## config.mk

```make
export PLATFORM = sky130hd
export DESIGN_NAME = binary_2scomplement_to_thermometer_serializer
export DESIGN_NICKNAME = d
export VERILOG_FILES = /design/src/rtl/binary_2scomplement_to_thermometer_serializer.sv
export SDC_FILE = /design/constraint.sdc
export NUM_CORES = 1
export LEC_CHECK = 0
export BUFFER_PORTS_ARGS = -buffer_cell sky130_fd_sc_hd__buf_4
export CAP_MARGIN = 0
export CORE_AREA = 2 2 47 66
export DETAILED_ROUTE_END_ITERATION = 7
export DIE_AREA = 0 0 49 68
export GPL_TIMING_DRIVEN = 1
export MAX_ROUTING_LAYER = met4
export PLACE_DENSITY = 0.56
export SLEW_MARGIN = 20
export SYNTH_ARGS = -nofsm -noshare
export SYNTH_HDL_FRONTEND = slang
export SYNTH_SLANG_ARGS = --single-unit
export TNS_END_PERCENT = 5
```

## constraint.sdc

```tcl
create_clock -name clk -period 1.75 [get_ports clk]
set_input_delay 0.2625 -clock clk [delete_from_list [all_inputs] [get_ports clk]]
set_output_delay 0.2625 -clock clk [all_outputs]
set_load 0.05 [all_outputs]
```

## src/rtl/binary_2scomplement_to_thermometer_serializer.sv

```systemverilog
// binary_2scomplement_to_thermometer_serializer
//
// Serial transmitter for the thermometer link. A parallel {sign, magnitude} word is captured
// while idle and sent as one sign bit followed by SERIAL_OUTPUT_LENGTH-1 thermometer bits
// (ones first). start_out pulses one cycle before the sign bit so a directly connected
// thermometer-to-binary receiver can align on it.
//
// Ports
//   clk          : clock, all flops on the rising edge
//   rst          : asynchronous active-high reset
//   start        : send request, honoured only while ready=1
//   data_in      : {sign, magnitude}, captured on the accepting edge
//   ready        : high only in idle
//   start_out    : one-cycle pulse one cycle before the sign bit
//   serial_out   : frame bit stream, 0 whenever serial_valid=0
//   serial_valid : high for the SERIAL_OUTPUT_LENGTH frame cycles
//   done         : one-cycle pulse after the last frame bit
//
// SERIAL_OUTPUT_LENGTH must be at least 3.
module binary_2scomplement_to_thermometer_serializer #(
  parameter int unsigned SERIAL_OUTPUT_LENGTH = 33,
  localparam int unsigned MAG_W = $clog2(SERIAL_OUTPUT_LENGTH - 1)
) (
  input  logic           clk,
  input  logic           rst,
  input  logic           start,
  input  logic [MAG_W:0] data_in,
  output logic           ready,
  output logic           start_out,
  output logic           serial_out,
  output logic           serial_valid,
  output logic           done
);

  // One spare bit so the counter can hold SERIAL_OUTPUT_LENGTH-1 without wrapping.
  localparam int unsigned CNT_W = $clog2(SERIAL_OUTPUT_LENGTH) + 1;
  localparam logic [CNT_W-1:0] LastBit = CNT_W'(SERIAL_OUTPUT_LENGTH - 1);

  typedef enum logic [2:0] {
    StIdle    = 3'd0,
    StArm     = 3'd1,
    StSign    = 3'd2,
    StSending = 3'd3,
    StDone    = 3'd4
  } state_e;

  state_e             r_state;
  logic               r_sign;
  logic [MAG_W-1:0]   r_mag;
  logic [CNT_W-1:0]   r_cnt;

  logic [CNT_W-1:0]   w_mag_ext;
  logic [CNT_W-1:0]   w_mag_eff;

  // Magnitudes beyond the thermometer length saturate to an all-ones thermometer.
  assign w_mag_ext = CNT_W'(r_mag);
  assign w_mag_eff = (w_mag_ext > LastBit) ? LastBit : w_mag_ext;

  always_ff @(posedge clk or posedge rst) begin
    if (rst) begin
      r_state <= StIdle;
      r_sign  <= 1'b0;
      r_mag   <= '0;
      r_cnt   <= '0;
    end else begin
      unique case (r_state)
        StIdle: begin
          if (start) begin
            r_sign  <= data_in[MAG_W];
            r_mag   <= data_in[MAG_W-1:0];
            r_cnt   <= CNT_W'(1);
            r_state <= StArm;
          end
        end
        StArm:  r_state <= StSign;
        StSign: r_state <= StSending;
        StSending: begin
          if (r_cnt == LastBit) begin
            r_state <= StDone;
          end else begin
            r_cnt <= r_cnt + CNT_W'(1);
          end
        end
        StDone:  r_state <= StIdle;
        default: r_state <= StIdle;
      endcase
    end
  end

  // Moore decode of registered state; unknown encodings show reset-valued outputs.
  always_comb begin
    ready        = 1'b0;
    start_out    = 1'b0;
    serial_out   = 1'b0;
    serial_valid = 1'b0;
    done         = 1'b0;
    unique case (r_state)
      StIdle: ready = 1'b1;
      StArm:  start_out = 1'b1;
      StSign: begin
        serial_valid = 1'b1;
        serial_out   = r_sign;
      end
      StSending: begin
        serial_valid = 1'b1;
        serial_out   = (r_cnt <= w_mag_eff);
      end
      StDone:  done = 1'b1;
      default: ready = 1'b1;
    endcase
  end

endmodule

```

==> results.tsv <==
metric	value	unit
die_area	3330	um^2
tritoncts	built	
rsz0062_at_grt	true	
clock_skew	5.62	ps
wl_per_cell	12.4	um
dp.final_hpwl	1.58	mm
ir_drop	0.992	mV
synth_area	987	um^2
fin_crit_sh	1.14	
drive_gt1_frac	0.389	
finalWorstSetupSlack	-245	ps
num_vias	830	
holdCritPathClass	primary input to asynchronous set/reset pin	
status	finished with violations	
cap_viol_max_count	0	
globalRoute.totalOverflow	0	
mostFrequentLayoutCells	buf_4 (29), dfrtp_1 (16), nand2_1 (10)	
track_usage	0.148	
avgViaCountPerCell	4.94	
final_cells	168	
dieHeight	68	um
post-place-cells	164	
diodes	0	
synth_area_leaders	dfrtp_1 (41%), ha_1 (8.9%), nand2_1 (3.8%)	
worstSkewPairLatency	250	ps
syn_inst	101	
ctsRootBufferMaster	clkbuf_8	
first_global_vias	825	
netlist.area_leader.share	0.406	
yosys_warnings	0	
whs	84.6	ps
violations	setup timing	
io_buffers	13	
pin_count	14	
worstMarginPinSlew	611	ps
yosysSeqAreaShare	0.406	
synth-seq-cells	16	
cts_made_buffers	3	
hold_viol_final	0	
ys_types	31	
antenna_found_initial	0	
gp_routability_congestion	0.845	
cp_max_fo	2	
critical_path_required	1490	ps
synth_nets	117	
die_w	49	um
drc_errors	0	
grt_max_degree	17	
core	2790	um^2
final_common_cell	buf_4	
fp-row-count	23	
cts_setup_buffers	0	
cts_buffer_depth	2	
final-max-slew-violation-count	0	
relSlewSlack	0.592	
routed_wl	2.08	mm
end_kind	output pin	
place_area	1250	um^2
synth_top_cell_by_area	dfrtp_1	
p_per_area	1640	nW/um^2
drtPass1Iterations	4	
setup_viol	1	
antenna_left	0	
grt_pass1_wl	3.64	mm
syn_avg_cell_area	9.77	um^2
final_util	0.492	
power_leakage	0.651	nW
drt_iter0_drc	21	
period_minus_slack	1990	ps
critPathLaunchType	flop	
clkTransAtPathRegs	70	ps
start_util	0.354	
holdBufCountCts	0	
p_total	2.25	mW
syn_to_final_growth	39.2	%
htree_num_levels	1	
clkSinkCount	16	
path_class	flop to output pin	
finish.net_count	148	
fmax	501	MHz
cp.arrival	1730	ps
final_area	1370	um^2
## cells by family after synthesis
family	count (synthesis)	share of synthesized area
buffers and inverters	12	0.0621
and+or+nand+nor	41	0.245
xor gates and xnor gates	2	0.0177
AOI/OAI and AO/OA	21	0.158
muxes	2	0.0228
DFF	16	0.406
adders and majority gates	7	0.0887
## final timing paths
kind	start	endpoint	slack (ps)	cells after the start
max	r_mag[4]$_DFFE_PP0P_	serial_out	-240	6
min	rst	r_cnt[3]$_DFFE_PP0P_	80	2
max reg2reg	r_cnt[1]$_DFFE_PP0P_	r_cnt[5]$_DFFE_PP0P_	100	7
min reg2reg	r_sign$_DFFE_PP0P_	r_sign$_DFFE_PP0P_	510	1
max in group asynchronous	rst	r_mag[4]$_DFFE_PP0P_	1270	2
min in group clk	data_in[1]	r_mag[1]$_DFFE_PP0P_	210	3
## critical path, cell delays in order (launching register included)
cell       delay [ps]
dfrtp_1           380
inv_2              80
ha_4              210
a2111oi_4         340
o21ai_2           120
a31oi_4           190
buf_6             170
## cells in the mapped netlist, drive strengths merged
cell	n
nor2	8
and3	3
buf	4
nand2	10
and2	1
o21a	2
inv	8
a21oi	3
o31ai	1
o31a	1
nand4	2
nor4b	1
a41oi	1
xor2	2
ha	7
nand3	4
a2111oi	1
nor3b	4
o21ai	7
nand3b	1
mux2	2
o22ai	1
dfrtp	16
nor2b	2
a31oi	1
a211o	3
and2b	1
nor3	4
## routing by layer
layer / share of wire / vias up / wire length [um] / track usage
met5: 0 / - / 0 / -
met1: 0.44 / 391 / 924 / 0.165
met4: 0.031 / 0 / 65 / 0.0893
met2: 0.50 / 14 / 1030 / 0.248
li1: - / 416 / - / -
met3: 0.027 / 9 / 56 / 0.0306
## power breakdown
part	internal [mW]	leakage, nW	total, mW	switching (mW)
registers	0.477	0.189	0.577	0.100
logic	0.667	0.433	1.35	0.681
clock network	0.200	0.0288	0.330	0.130
## cell type report
type	instances	area [um^2]
fillers	273	1420
multi-input cells	73	613
flip-flops and latches	16	400
repair buffers	30	229
clock buffers	4	55.1
well taps	37	46.3
inverters	8	30.0
## registers in the layout, indices dropped and copies added (netlist names)
signal,flops
r_sign,1
r_state,3
r_cnt,7
r_mag,5
## metrics by stage
step	setup WS, ps	TNS [ps]
after global placement	-92.9	-92.9
after CTS	-220	-220
after detailed placement	-125	-130
after global routing	-310	-364
after floorplan	-149	-149
final	-245	-245
## repair_timing
action,4_1_cts,5_1_grt
pin swaps,1,3
setup endpoints to repair,4,4
gates resized for setup,9,4
gates cloned,0,0
Power figures use the tool's default switching activity.
